`config.mk`:
```
export PLATFORM = sky130hd
export DESIGN_NAME = round_timer_ctrl_flat
export DESIGN_NICKNAME = d
export VERILOG_FILES = /design/src/rtl/round_timer_ctrl_if.sv /design/src/rtl/round_timer_ctrl.sv /design/src/flat_wrapper.sv
export SDC_FILE = /design/constraint.sdc
export NUM_CORES = 1
export LEC_CHECK = 0
export BUFFER_PORTS_ARGS = -buffer_cell sky130_fd_sc_hd__buf_2
export CAP_MARGIN = 0
export CORE_UTILIZATION = 40
export DETAILED_ROUTE_END_ITERATION = 12
export SYNTH_ARGS = -nofsm -noshare
export SYNTH_HDL_FRONTEND = slang
export SYNTH_SLANG_ARGS = --single-unit
```
`constraint.sdc`:
```
create_clock -name clk_in -period 3.4 [get_ports clk_in]
set_input_delay 0 -clock clk_in [delete_from_list [all_inputs] [get_ports clk_in]]
set_output_delay 0 -clock clk_in [all_outputs]
set_load 0.02 [all_outputs]
```
`src/rtl/round_timer_ctrl_if.sv`:
```
// Command/status bundle between the game FSM and the round timer.
// The game FSM drives commands (master); the timer reports status (slave).
interface round_timer_ctrl_if;
    logic       start;
    logic [7:0] load_secs;
    logic       pause;
    logic       abort;
    logic [7:0] secs_left;
    logic       running;
    logic       paused;
    logic       expired;
    logic       tick;
    logic       timeout;
    logic       warn;
    logic       blink;

    modport master (
        output start, load_secs, pause, abort,
        input  secs_left, running, paused, expired,
        input  tick, timeout, warn, blink
    );

    modport slave (
        input  start, load_secs, pause, abort,
        output secs_left, running, paused, expired,
        output tick, timeout, warn, blink
    );
endinterface

```
`src/rtl/round_timer_ctrl.sv`:
```
// Round countdown controller: prescaler, IDLE/RUN/PAUSE/EXPIRED sequencing,
// seconds countdown, warning flag, timeout pulse and expired blink.
module round_timer_ctrl #(
    parameter int TICK_CYCLES = 100000000,
    parameter int WARN_SECS   = 5
) (
    input logic              clk_in,
    input logic              rst,
    round_timer_ctrl_if.slave bus
);
    typedef enum logic [1:0] {
        S_IDLE,
        S_RUN,
        S_PAUSE,
        S_EXP
    } state_e;

    localparam logic [27:0] TERM     = 28'(TICK_CYCLES - 1);
    localparam logic [7:0]  WARN_LIM = 8'(WARN_SECS);

    state_e      state_q, state_d;
    logic [27:0] cnt_q, cnt_d;
    logic [7:0]  secs_q, secs_d;
    logic        running_q, running_d;
    logic        paused_q, paused_d;
    logic        expired_q, expired_d;
    logic        tick_q, tick_d;
    logic        timeout_q, timeout_d;
    logic        warn_q, warn_d;
    logic        blink_q, blink_d;

    logic start_ok;
    logic pause_ok;
    logic term;
    logic last_sec;

    assign start_ok = bus.start && (bus.load_secs != 8'd0);
    assign pause_ok = bus.pause &&
                      (state_q == S_RUN || state_q == S_PAUSE);
    assign term     = (cnt_q == TERM);
    assign last_sec = (secs_q <= 8'd1);

    // State register
    always_ff @(posedge clk_in) begin
        if (!rst) state_q <= S_IDLE;
        else      state_q <= state_d;
    end

    // Next-state: abort > start > pause > terminal count
    always_comb begin
        state_d = state_q;
        if (bus.abort) begin
            state_d = S_IDLE;
        end else if (start_ok) begin
            state_d = S_RUN;
        end else if (pause_ok) begin
            state_d = (state_q == S_RUN) ? S_PAUSE : S_RUN;
        end else if (state_q == S_RUN && term && last_sec) begin
            state_d = S_EXP;
        end
    end

    // Output/datapath: prescaler, countdown, pulses and flags
    always_comb begin
        cnt_d     = cnt_q;
        secs_d    = secs_q;
        blink_d   = blink_q;
        tick_d    = 1'b0;
        timeout_d = 1'b0;
        if (bus.abort) begin
            cnt_d   = '0;
            secs_d  = '0;
            blink_d = 1'b0;
        end else if (start_ok) begin
            cnt_d   = '0;
            secs_d  = bus.load_secs;
            blink_d = 1'b0;
        end else if (pause_ok) begin
            cnt_d = cnt_q;
        end else if (state_q == S_RUN) begin
            if (term) begin
                cnt_d  = '0;
                tick_d = 1'b1;
                if (secs_q != 8'd0) secs_d = secs_q - 8'd1;
                timeout_d = last_sec;
            end else begin
                cnt_d = cnt_q + 28'd1;
            end
        end else if (state_q == S_EXP) begin
            if (term) begin
                cnt_d   = '0;
                blink_d = ~blink_q;
            end else begin
                cnt_d = cnt_q + 28'd1;
            end
        end
        running_d = (state_d == S_RUN);
        paused_d  = (state_d == S_PAUSE);
        expired_d = (state_d == S_EXP);
        warn_d    = (running_d || paused_d) && (secs_d <= WARN_LIM);
    end

    // Registered datapath and outputs
    always_ff @(posedge clk_in) begin
        if (!rst) begin
            cnt_q     <= '0;
            secs_q    <= '0;
            running_q <= 1'b0;
            paused_q  <= 1'b0;
            expired_q <= 1'b0;
            tick_q    <= 1'b0;
            timeout_q <= 1'b0;
            warn_q    <= 1'b0;
            blink_q   <= 1'b0;
        end else begin
            cnt_q     <= cnt_d;
            secs_q    <= secs_d;
            running_q <= running_d;
            paused_q  <= paused_d;
            expired_q <= expired_d;
            tick_q    <= tick_d;
            timeout_q <= timeout_d;
            warn_q    <= warn_d;
            blink_q   <= blink_d;
        end
    end

    assign bus.secs_left = secs_q;
    assign bus.running   = running_q;
    assign bus.paused    = paused_q;
    assign bus.expired   = expired_q;
    assign bus.tick      = tick_q;
    assign bus.timeout   = timeout_q;
    assign bus.warn      = warn_q;
    assign bus.blink     = blink_q;
endmodule

```
`src/flat_wrapper.sv`:
```
// flat-port wrapper written by rule: the top's interface ports become plain ports
module round_timer_ctrl_flat 
#(
    parameter int TICK_CYCLES = 100000000,
    parameter int WARN_SECS   = 5
)
  (clk_in, rst, bus_start, bus_load_secs, bus_pause, bus_abort, bus_secs_left, bus_running, bus_paused, bus_expired, bus_tick, bus_timeout, bus_warn, bus_blink);
  round_timer_ctrl_if bus_i ();
  input logic clk_in;
  input logic rst;
  input wire logic [$bits(bus_i.start)-1:0] bus_start;
  input wire logic [$bits(bus_i.load_secs)-1:0] bus_load_secs;
  input wire logic [$bits(bus_i.pause)-1:0] bus_pause;
  input wire logic [$bits(bus_i.abort)-1:0] bus_abort;
  output wire logic [$bits(bus_i.secs_left)-1:0] bus_secs_left;
  output wire logic [$bits(bus_i.running)-1:0] bus_running;
  output wire logic [$bits(bus_i.paused)-1:0] bus_paused;
  output wire logic [$bits(bus_i.expired)-1:0] bus_expired;
  output wire logic [$bits(bus_i.tick)-1:0] bus_tick;
  output wire logic [$bits(bus_i.timeout)-1:0] bus_timeout;
  output wire logic [$bits(bus_i.warn)-1:0] bus_warn;
  output wire logic [$bits(bus_i.blink)-1:0] bus_blink;
  assign bus_i.start = bus_start;
  assign bus_i.load_secs = bus_load_secs;
  assign bus_i.pause = bus_pause;
  assign bus_i.abort = bus_abort;
  assign bus_secs_left = bus_i.secs_left;
  assign bus_running = bus_i.running;
  assign bus_paused = bus_i.paused;
  assign bus_expired = bus_i.expired;
  assign bus_tick = bus_i.tick;
  assign bus_timeout = bus_i.timeout;
  assign bus_warn = bus_i.warn;
  assign bus_blink = bus_i.blink;
  round_timer_ctrl #(.TICK_CYCLES(TICK_CYCLES), .WARN_SECS(WARN_SECS)) u_core (.clk_in(clk_in), .rst(rst), .bus(bus_i));
endmodule
```
==> metrics.cfg, run 1 <==
[synth]
syn_avg_cell_area_um2=8.711
synthCells=264
synth_area_mm2=0.002300
synth_nets=286
synth-seq-cells=45
synth_area_leader_cell=dfxtp_1
yosysTopAreaCellShare_pct=39.17
yosys_warnings=0
ys_types=54
synth_edf_count=0
synth_common_cells=46 x nor2_1, 45 x dfxtp_1, 20 x nand2_1
ys_seq_area_share_pct=39.17
synth_most_common_cell=nor2_1
synthArstFlopShare_pct=0
ys_top_cells_by_area=dfxtp_1 39%, nor2_1 7.5%, xor2_1 5.7%
synthFlopType=dfxtp_1

[worst_setup_path]
crit_chain=ha_1 -> and4b_1 -> nand4_1 -> or3_2 -> o21ai_1 -> a22oi_1 -> or2_1 -> inv_1 -> ha_1 -> nor2_1 -> o2111ai_1 -> a211oi_2
setup.worst_path.start=u_core.cnt_q[0]
crit_path_end=u_core.bus.warn
r2r_start=u_core.cnt_q[0]
ff2ff_setup_slack_ps=500
cp.arrival_ps=3130
crit_top_cell=ha_1
end_kind=flip-flop
cp_slowest_cell=or3_2
required_ps=3630
worstReg2RegEnd=u_core.bus.warn
worstSetupPathType=reg2reg
crit_buf_inv=1
r2r_cells=12
cp-start-kind=flip-flop
slowest_delay_ps=560
cp.depth=12
critPathTopFamily=simple AND/OR/NAND/NOR gates
crit_fanout=4

[job]
maxCapViolations=0

[placement]
dpl.hpwl_um=3656
globalplace.congestion=0.8056
dp_slack_ps=510.7
port_buffers=27
place_inst=362

[clock_network]
post_cts_resized=0
cts_tree=yes
h-tree-depth=2
clkTransAtPathRegs_ps=90
clkSinkCount=45
clock-root-buffer=clkbuf_8
cts_buffers=5
clock_latency_ps=300
clock_path_buffers=2

[final_layout]
multi_input_area_mm2=0.001333
n_antenna_cell=0
syn_to_final_growth_pct=14.74
seq_area_um2=900.9
fin_cells=372
nFillCells=557
layout.nets=321
postLayoutCoreUtil_pct=47.63
layout-drive-gt1-share_pct=17.33

[detailed_routing]
drt-initial-drc-count=75
dr.pass1.iters=4
detail_route.wl_per_cell_um=13.00
drc=0
ant_nets=0
routed_wl_um=4836
vias=1969
via_per_inst=5.293

[sta]
hold_viol_final=0
tightestPinTransition_ps=539.0
worst_clock_skew_ps=8.580
fin_tns_setup_ps=0
setup_viol=0
hold_slack_ps=11.70
fmax_ghz=0.3447
drv_slew=0
max_slew_margin_pct=63.76
period_share_pct=85.34
grt_setup_unrepaired=false
fin_ws_ps=498.6
fin_crit_ps=2901

[worst_hold_path]
hp-class=in2reg

[global_route]
grt-ovfl-total=0
grt_pass1_vias=1817
grt_max_degree=29
grt_antenna_before_repair=0
grt_first_pass_wirelength_um=8259
grt_usage_pct=17.15

[floorplanning]
die_h_um=77.83
rows=27
core-area_mm2=0.005540
dieArea_mm2=0.006057
pin_count=28
initial_core_util_pct=41.51
die_x_um=77.83

[power_and_ir_drop]
peakVddDrop_mv=0.2322
p_leak_nw=0.9891
powerDensity_mw_per_mm2=369.8

[run_status]
status=finished, final reports clean

==> per-layer routing <==
| layer | vias to the layer above | GRT usage [%] | wire length, um |
|---|---|---|---|
| met1 | 900 | 21.34 | 2246 |
| li1 | 1004 | - | - |
| met3 | 14 | 3.765 | 228 |
| met4 | 0 | 7.736 | 138 |
| met5 | - | 0 | 0 |
| met2 | 51 | 28.14 | 2223 |
==> power by group <==
part / total (W) / internal [W] / switching (W) / leakage (nW)
sequential: 0.000538 / 0.000532 / 0.00000627 / 0.364
combinational: 0.0000897 / 0.0000347 / 0.0000549 / 0.574
clock: 0.000348 / 0.000165 / 0.000183 / 0.0512
total: 0.000976 / 0.000731 / 0.000244 / 0.989
==> worst reg2reg max path: stages, from the launching register on <==
cell and delay (ps):
dfxtp_1 390, ha_1 210, and4b_1 190, nand4_1 240, or3_2 560, o21ai_1 140, a22oi_1 90, or2_1 260
inv_1 80, ha_1 220, nor2_1 120, o2111ai_1 130, a211oi_2 210
==> cell usage in the layout, fill, tap and decap left out, types with 2 or more instances in the layout <==
master | synthesis | layout
nor4b_1 | 3 | 3
mux2i_1 | 2 | 2
inv_1 | 11 | 11
o21ai_0 | 6 | 6
nor2b_1 | 2 | 2
or3_1 | 5 | 5
a221oi_1 | 2 | 2
xnor2_1 | 10 | 10
nor2_1 | 46 | 46
and2_1 | 4 | 4
nor4_2 | 2 | 2
dfxtp_1 | 45 | 45
and3_1 | 3 | 3
nand4_1 | 9 | 9
nand2b_1 | 2 | 2
xor2_1 | 15 | 15
o211ai_1 | 2 | 2
buf_4 | 2 | 3
a21oi_1 | 7 | 7
o31ai_1 | 2 | 2
and4_1 | 5 | 5
or4_1 | 4 | 4
nor3_1 | 2 | 2
o21ai_1 | 2 | 2
dlygate4sd3_1 | 0 | 2
nand2_1 | 20 | 20
buf_2 | 2 | 27
ha_1 | 9 | 9
a211oi_1 | 3 | 3
clkbuf_8 | 0 | 6
nand3_1 | 12 | 12
==> through the flow <==
| stage | cell area [um2] | total power, W |
|---|---|---|
| global route | 2639 | 0.001022 |
| CTS | 2639 | 0.0009900 |
| floorplan | 2300 | 0.0006076 |
| global placement | 2522 | 0.0006382 |
| finish | 2639 | 0.0009757 |
| detailed placement | 2522 | 0.0006380 |
==> state kept, by name, indices dropped and copies added, names as in the netlist <==
name                  count
u_core.bus.tick           1
u_core.bus.expired        1
u_core.state_q            2
u_core.bus.secs_left      8
u_core.bus.warn           1
u_core.cnt_q             28
u_core.bus.paused         1
u_core.bus.blink          1
u_core.bus.timeout        1
u_core.bus.running        1
==> logic make-up after synthesis <==
group,count (synthesis),share of synthesized area (%)
AOI/OAI and AO/OA,38,11.92
adders and majority gates,9,4.897
xor gates and xnor gates,25,9.521
buffers and inverters,15,2.883
and+or+nand+nor,130,30.74
muxes,2,0.8705
DFF,45,39.17
==> worst min-delay path by stage <==
stage	start	end	slack, ps	cells after the start
6_report	bus_load_secs[0]	u_core.bus.secs_left[0]	10	3
5_1_grt	bus_pause	u_core.state_q[0]	40	3
4_1_cts	bus_load_secs[0]	u_core.bus.secs_left[0]	8	3
3_5_place_dp	rst	u_core.bus.secs_left[4]	300	2
3_3_place_gp	bus_load_secs[1]	u_core.bus.secs_left[1]	300	3
2_1_floorplan	rst	u_core.bus.expired	120	1
==> what timing repair did <==
item | 4_1_cts | 5_1_grt
setup buffers | 0 | 0
hold buffers | 2 | 0
hold endpoints to repair | 5 | 0
==> area by class of cell <==
| cell class | instances | share of cell area (%) |
|---|---|---|
| multi-input cells | 204 | 50.50 |
| flip-flops and latches | 45 | 34.14 |
| clock inverters | 2 | 0.5216 |
| clock buffers | 6 | 3.129 |
| well taps | 72 | 3.414 |
| inverters | 11 | 1.565 |
| repair buffers | 32 | 6.733 |
No activity file was read; power rests on OpenSTA's default activity.
==> run 2, diff against run 1 <==
--- a/config.mk
+++ b/config.mk
@@ -9,6 +9,7 @@
 export CAP_MARGIN = 0
 export CORE_UTILIZATION = 40
 export DETAILED_ROUTE_END_ITERATION = 12
+export REMOVE_ABC_BUFFERS = 1
 export SYNTH_ARGS = -nofsm -noshare
 export SYNTH_HDL_FRONTEND = slang
 export SYNTH_SLANG_ARGS = --single-unit
==> run 2 against run 1 <==
Sequential share of layout area fell by 0.13 points. Flip-flop and latch count stayed put. Global-route usage grew 0.088 points. Power rose by 7.1%. Clock power increased by 20%. Die area unchanged. Core utilization increased by 0.18 points. Highest routed layer unchanged.
==> metrics.cfg, run 2 (synthesis gave the netlist of run 1 again) <==
[run_status]
status=finished, final reports clean

[floorplanning]
die_x_um=77.83  ; unchanged
die_h_um=77.83  ; unchanged
rows=27  ; unchanged
core-area_mm2=0.005540  ; unchanged
dieArea_mm2=0.006057  ; unchanged
initial_core_util_pct=41.51  ; unchanged
pin_count=28  ; unchanged

[global_route]
grt-ovfl-total=0  ; unchanged
grt_first_pass_wirelength_um=8293  ; +0.41%
grt_usage_pct=17.24  ; +0.088 points
grt_max_degree=29  ; unchanged
grt_pass1_vias=1805  ; -0.66%
grt_antenna_before_repair=0  ; unchanged

[placement]
port_buffers=27  ; unchanged
dpl.hpwl_um=3638  ; -0.49%
globalplace.congestion=0.7812  ; -3.0%
dp_slack_ps=553.5  ; +42.78 ps

[worst_setup_path]
end_kind=flip-flop
crit_fanout=4  ; unchanged
setup.worst_path.start=u_core.cnt_q[0]
ff2ff_setup_slack_ps=560  ; +60 ps
required_ps=3630  ; about the same
worstSetupPathType=reg2reg
r2r_start=u_core.cnt_q[0]
worstReg2RegEnd=u_core.bus.warn
r2r_cells=12  ; unchanged
cp.arrival_ps=3070  ; -60 ps
cp-start-kind=flip-flop
crit_path_end=u_core.bus.warn

[final_layout]
syn_to_final_growth_pct=15.18
largest_register_ffs=28  ; unchanged
layout.nets=320  ; -0.31%
layout-drive-gt1-share_pct=17.06  ; -0.28 points
n_antenna_cell=0  ; unchanged
final_cell_mix=46 x nor2_1, 45 x dfxtp_1, 27 x buf_2, 20 x nand2_1, 15 x xor2_1
top_register=u_core.cnt_q
mostFrequentLayoutCell=nor2_1
postLayoutCoreUtil_pct=47.81  ; +0.18 points

[sta]
fin_crit_ps=2844  ; -57.44 ps
period_share_pct=83.65  ; -1.7 points
fmax_ghz=0.3516  ; +2.0%
fin_tns_setup_ps=0  ; unchanged
worst_clock_skew_ps=7.822  ; -0.7588 ps
hold_viol_final=0  ; unchanged
setup_viol=0  ; unchanged
max_slew_margin_pct=64.18  ; +0.42 points
grt_setup_unrepaired=false
tightestPinTransition_ps=532.8  ; -6.208 ps
fin_ws_ps=556.0  ; +57.44 ps
hold_slack_ps=3.017  ; -8.681 ps
drv_slew=0  ; unchanged

[detailed_routing]
vias=1941  ; -1.4%
drt-initial-drc-count=93  ; +24%
ant_nets=0  ; unchanged
detail_route.wl_per_cell_um=13.10  ; +0.75%
routed_wl_um=4859  ; +0.48%
via_per_inst=5.232  ; -1.2%
dr.pass1.iters=4  ; unchanged
drc=0  ; unchanged

[clock_network]
clock_path_buffers=2  ; unchanged
cts_tree=yes
clock-root-buffer=clkbuf_8
h-tree-depth=2  ; unchanged
post_cts_resized=0  ; unchanged
clkSinkCount=45  ; unchanged
clock_latency_ps=300  ; about the same
clkTransAtPathRegs_ps=80  ; about the same
cts_buffers=5  ; unchanged

[worst_hold_path]
hp-class=in2reg

[job]
maxCapViolations=0  ; unchanged

[power_and_ir_drop]
powerDensity_mw_per_mm2=394.7  ; +6.7%
p_leak_nw=0.9922  ; +0.31%
peakVddDrop_mv=0.2726  ; +17%

[run 2: area by class of cell]
cell class	instances	area (um2)
Timing Repair Buffer	31	167.7
Multi-Input combinational cell	204	1333
Inverter	11	41.29
Tap cell	72	90.09
Fill cell	569	2892
Sequential cell	45	900.9
Clock buffer	7	86.33
Clock inverter	1	30.03
[run 2: per-stage QoR]
stage	instances	area (um2)	total power (W)
5_1_grt	371	2649	0.001089
6_report	371	2649	0.001045
3_5_place_dp	362	2522	0.0006384
2_1_floorplan	260	2275	0.0006059
4_1_cts	371	2649	0.001057
3_3_place_gp	362	2522	0.0006381
[run 2: worst max-delay path, cell delays in order (launching register included)]
cell       delay, ps
dfxtp_1          390
ha_1             200
and4b_1          180
nand4_1          240
or3_2            570
o21ai_1          130
a22oi_1           80
or2_1            250
inv_1             80
ha_1             220
nor2_1           100
o2111ai_1        130
a211oi_2         200
[run 2: worst min path at each step]
stage                              end  depth (start not counted)             start
4_1_cts        u_core.bus.secs_left[3]                          3  bus_load_secs[3]
3_3_place_gp   u_core.bus.secs_left[1]                          3  bus_load_secs[1]
6_report       u_core.bus.secs_left[1]                          3  bus_load_secs[1]
2_1_floorplan       u_core.bus.expired                          1               rst
5_1_grt        u_core.bus.secs_left[1]                          3  bus_load_secs[1]
3_5_place_dp        u_core.bus.expired                          2               rst
[run 2: repair_timing]
action                     in CTS  in global routing
hold buffers                    1                  0
setup buffers                   0                  0
setup endpoints to repair       0                  0
hold endpoints to repair        4                  0
[run 2: report_power, final]
group,switching [W],internal (W)
Sequential,0.00000630,0.000532
Clock,0.000179,0.000240
Combinational,0.0000550,0.0000340
Total,0.000240,0.000805
[run 2: layer usage]
| layer | wire [um] | track usage [%] |
|---|---|---|
| met1 | 2315 | 21.45 |
| met3 | 165 | 4.118 |
| met4 | 76 | 5.849 |
| met2 | 2302 | 28.94 |
| met5 | 0 | 0 |
==> run 3, diff against run 2 <==
--- a/config.mk
+++ b/config.mk
@@ -5,6 +5,7 @@
 export SDC_FILE = /design/constraint.sdc
 export NUM_CORES = 1
 export LEC_CHECK = 0
+export ABC_AREA = 1
 export BUFFER_PORTS_ARGS = -buffer_cell sky130_fd_sc_hd__buf_2
 export CAP_MARGIN = 0
 export CORE_UTILIZATION = 40
==> constraint.sdc (replaced) <==
create_clock -name clk_in -period 2.3 [get_ports clk_in]
set_input_delay 0 -clock clk_in [delete_from_list [all_inputs] [get_ports clk_in]]
set_output_delay 0 -clock clk_in [all_outputs]
set_load 0.02 [all_outputs]
==> run 3 against run 2 <==
Sequential share of layout area decreased by 5.1 points. Power increased by 39%. Global-route usage increased by 1.2 points. Via count increased by 36%. Register-to-register slack got worse by 300 ps. Fmax increased by 39%. Worst hold slack improved by 32 ps. Routed wire length increased by 30%. Critical path type unchanged. Critical endpoint unchanged. Largest cell class unchanged.
==> metrics.cfg, run 3 <==
[clock_network]
cts_tree=yes
clkSinkCount=45  ; unchanged
h-tree-depth=2  ; unchanged
clock-root-buffer=clkbuf_8
clock_path_buffers=2  ; unchanged
clock_latency_ps=290  ; about the same
cts_buffers=5  ; unchanged
clkTransAtPathRegs_ps=90  ; about the same

[synth]
yosysTopAreaCellShare_pct=32.71  ; -6.5 points
synth_area_leader_cell=dfxtp_1
synth_edf_count=0  ; unchanged
synth_most_common_cell=nand2_1
synth_common_cells=84 x nand2_1, 67 x inv_1, 54 x nor2_1
synthFlopType=dfxtp_1
synth-seq-cells=45  ; unchanged
yosys_warnings=0  ; unchanged
synth_area_mm2=0.002754  ; +20%
syn_avg_cell_area_um2=6.652  ; -24%
ys_top_cells_by_area=dfxtp_1 33%, nand2_1 11%, inv_1 9.1%
ys_types=35  ; -35%
synthCells=414  ; +57%
synthArstFlopShare_pct=0  ; unchanged
ys_seq_area_share_pct=32.71  ; -6.5 points

[worst_setup_path]
crit_chain=nand2_1 -> inv_1 -> nand2_1 -> nor2_1 -> nand2_1 -> nor2_4 -> o2111ai_1 -> o211ai_2 -> nand2_1 -> inv_1 -> ha_1 -> nor2_1 -> nand3_1 -> nor2_1
end_kind=flip-flop
worstSetupPathType=reg2reg
required_ps=2530  ; -1100 ps
crit_buf_inv=2  ; +1
cp_slowest_cell=dfxtp_1
crit_fanout=4  ; unchanged
cp.arrival_ps=2270  ; -800 ps
slowest_delay_ps=400  ; -170 ps
critPathTopFamily=simple AND/OR/NAND/NOR gates
cp-start-kind=flip-flop
crit_top_cell=nand2_1

[placement]
globalplace.congestion=0.8980  ; +15%
port_buffers=27  ; unchanged
dpl.hpwl_um=4984  ; +37%
dpl_cell_area_mm2=0.002997  ; +19%

[power_and_ir_drop]
p_leak_nw=1.350  ; +36%
powerDensity_mw_per_mm2=462.3  ; +17%
power.share.switching_pct=25.30  ; +2.3 points
power.internal_w=0.001082  ; +34%
pwr-share-comb_pct=11.1  ; +2.6 points
seqPwrFrac_pct=55.1  ; +3.6 points
power_switching_w=0.0003666  ; +53%
finalPower_w=0.001449  ; +39%
peakVddDrop_mv=0.2350  ; -14%
power_frac_clock_pct=33.9  ; -6.1 points

[final_layout]
syn_to_final_growth_pct=13.81
largest_register_ffs=28  ; unchanged
top_register=u_core.cnt_q
multi_input_area_mm2=0.001555  ; +17%
nFillCells=661  ; +16%
layout-drive-gt1-share_pct=17.14  ; +0.086 points
fin_area_mm2=0.003134  ; +18%
mostFrequentLayoutCell=nand2_1
final_cell_mix=84 x nand2_1, 67 x inv_1, 54 x nor2_1, 42 x dfxtp_1, 29 x nand3_1
layout.nets=477  ; +49%
seq_area_um2=904.6  ; +0.42%
n_antenna_cell=0  ; unchanged

[sta]
tightestPinTransition_ps=349.1  ; -183.8 ps
setup_viol=0  ; unchanged
fin_crit_ps=2045  ; -798.8 ps
period_share_pct=88.92  ; +5.3 points
drv_slew=0  ; unchanged
worst_clock_skew_ps=12.93  ; +5.104 ps
grt_setup_unrepaired=false
fmax_ghz=0.4890  ; +39%
fin_tns_setup_ps=0  ; unchanged
max_slew_margin_pct=76.55  ; +12 points
hold_viol_final=0  ; unchanged

[job]
maxCapViolations=0  ; unchanged

[global_route]
grt_pass1_vias=2488  ; +38%
grt_usage_pct=18.45  ; +1.2 points
grt-busiest-layer=met2
grt_first_pass_wirelength_um=10740  ; +29%
grtUsageMet1_pct=21.91  ; +0.45 points
grt-ovfl-total=0  ; unchanged
grt_util_met2_pct=32.70  ; +3.8 points
grt_antenna_before_repair=0  ; unchanged
grt_max_degree=13  ; -55%
grt_use_met3_pct=3.891  ; -0.23 points

[floorplanning]
die_x_um=84.98  ; +9.2%
pin_count=28  ; unchanged
initial_core_util_pct=42.40  ; +0.89 points
core-area_mm2=0.006495  ; +17%
dieArea_mm2=0.007221  ; +19%
die_h_um=84.98  ; +9.2%
rows=29  ; +7.4%

[detailed_routing]
routed_wl_um=6336  ; +30%
drt-initial-drc-count=118  ; +27%
drc=0  ; unchanged
via_per_inst=4.945  ; -5.5%
detail_route.wl_per_cell_um=11.91  ; -9.1%
vias=2631  ; +36%
ant_nets=0  ; unchanged
dr.pass1.iters=5  ; +1

[run_status]
status=finished, final reports clean

[worst_hold_path]
hp-class=in2reg

-- run 3: cell types whose count changed after synthesis, sizes merged, moves of 6 or more --
cell / change
a21oi: +20
and4: -6
inv: +61
nand2: +71
nand3: +19
nor2: +18
nor3: +17
or3: -7
xnor2: -10
xor2: -11
-- run 3: routing by layer --
metal | vias to the layer above | share of wire (%) | routed length, um
met2 | 59 | 49 | 3100
met1 | 1140 | 46 | 2911
met3 | 9 | 3.6 | 230
met4 | 0 | 1.5 | 93
met5 | - | 0 | 0
li1 | 1423 | - | -
-- run 3: final timing paths --
check	from	to	slack [ps]	cells after the start
max	u_core.cnt_q[20]	u_core.bus.warn	250	14
min	bus_abort	u_core.bus.secs_left[2]	30	4
max reg2reg	u_core.cnt_q[20]	u_core.bus.warn	250	14
min reg2reg	u_core.cnt_q[5]	u_core.cnt_q[5]	470	2
-- run 3: power by group through the flow --
stage          sequential, W  combinational [W]  clock, W
2_1_floorplan       0.000824          0.0000965         0
3_3_place_gp        0.000816           0.000155         0
3_5_place_dp        0.000816           0.000157         0
4_1_cts             0.000798           0.000161  0.000512
5_1_grt             0.000799           0.000184  0.000546
6_report            0.000798           0.000160  0.000491
-- run 3: cell families (layout without fill, tap and decap cells) --
group,count (synthesis),count (layout),share of synthesized area (%)
flops,45,45,32.71
compound gates,56,56,11.99
buf+inv,76,117,10.90
fa+ha+maj,9,9,4.089
simple gates,224,224,39.03
xor+xnor,4,4,1.272
-- run 3: layout make-up --
type | instances | share of cell area (%)
Timing Repair Buffer | 37 | 6.946
Multi-Input combinational cell | 293 | 49.62
Inverter | 73 | 8.743
Tap cell | 77 | 3.074
Clock buffer | 7 | 2.754
Sequential cell | 45 | 28.86
-- run 3: tightest hold or removal path, stage by stage --
cell and delay (ps):
buf_2 130, a21oi_1 60, nand2_1 60, nor2_1 30
-- run 3: timing repair --
item                                    in CTS  in global routing
gates resized for setup                      0                  4
hold buffers                                 3                  0
hold endpoints to repair                     5                  0
endpoints found under the setup margin       0                  1
buffers inserted                             0                  2
-- run 3: through the flow --
stage	setup slack (ps)	util, %	hold slack [ps]	cells
6_report	254.9	48.26	34.75	532
5_1_grt	1.371	48.26	54.53	532
4_1_cts	190.0	47.93	13.24	530
3_5_place_dp	212.7	46.14	268.3	520
3_3_place_gp	295.3	46.14	266.0	520
2_1_floorplan	294.0	-	93.45	411
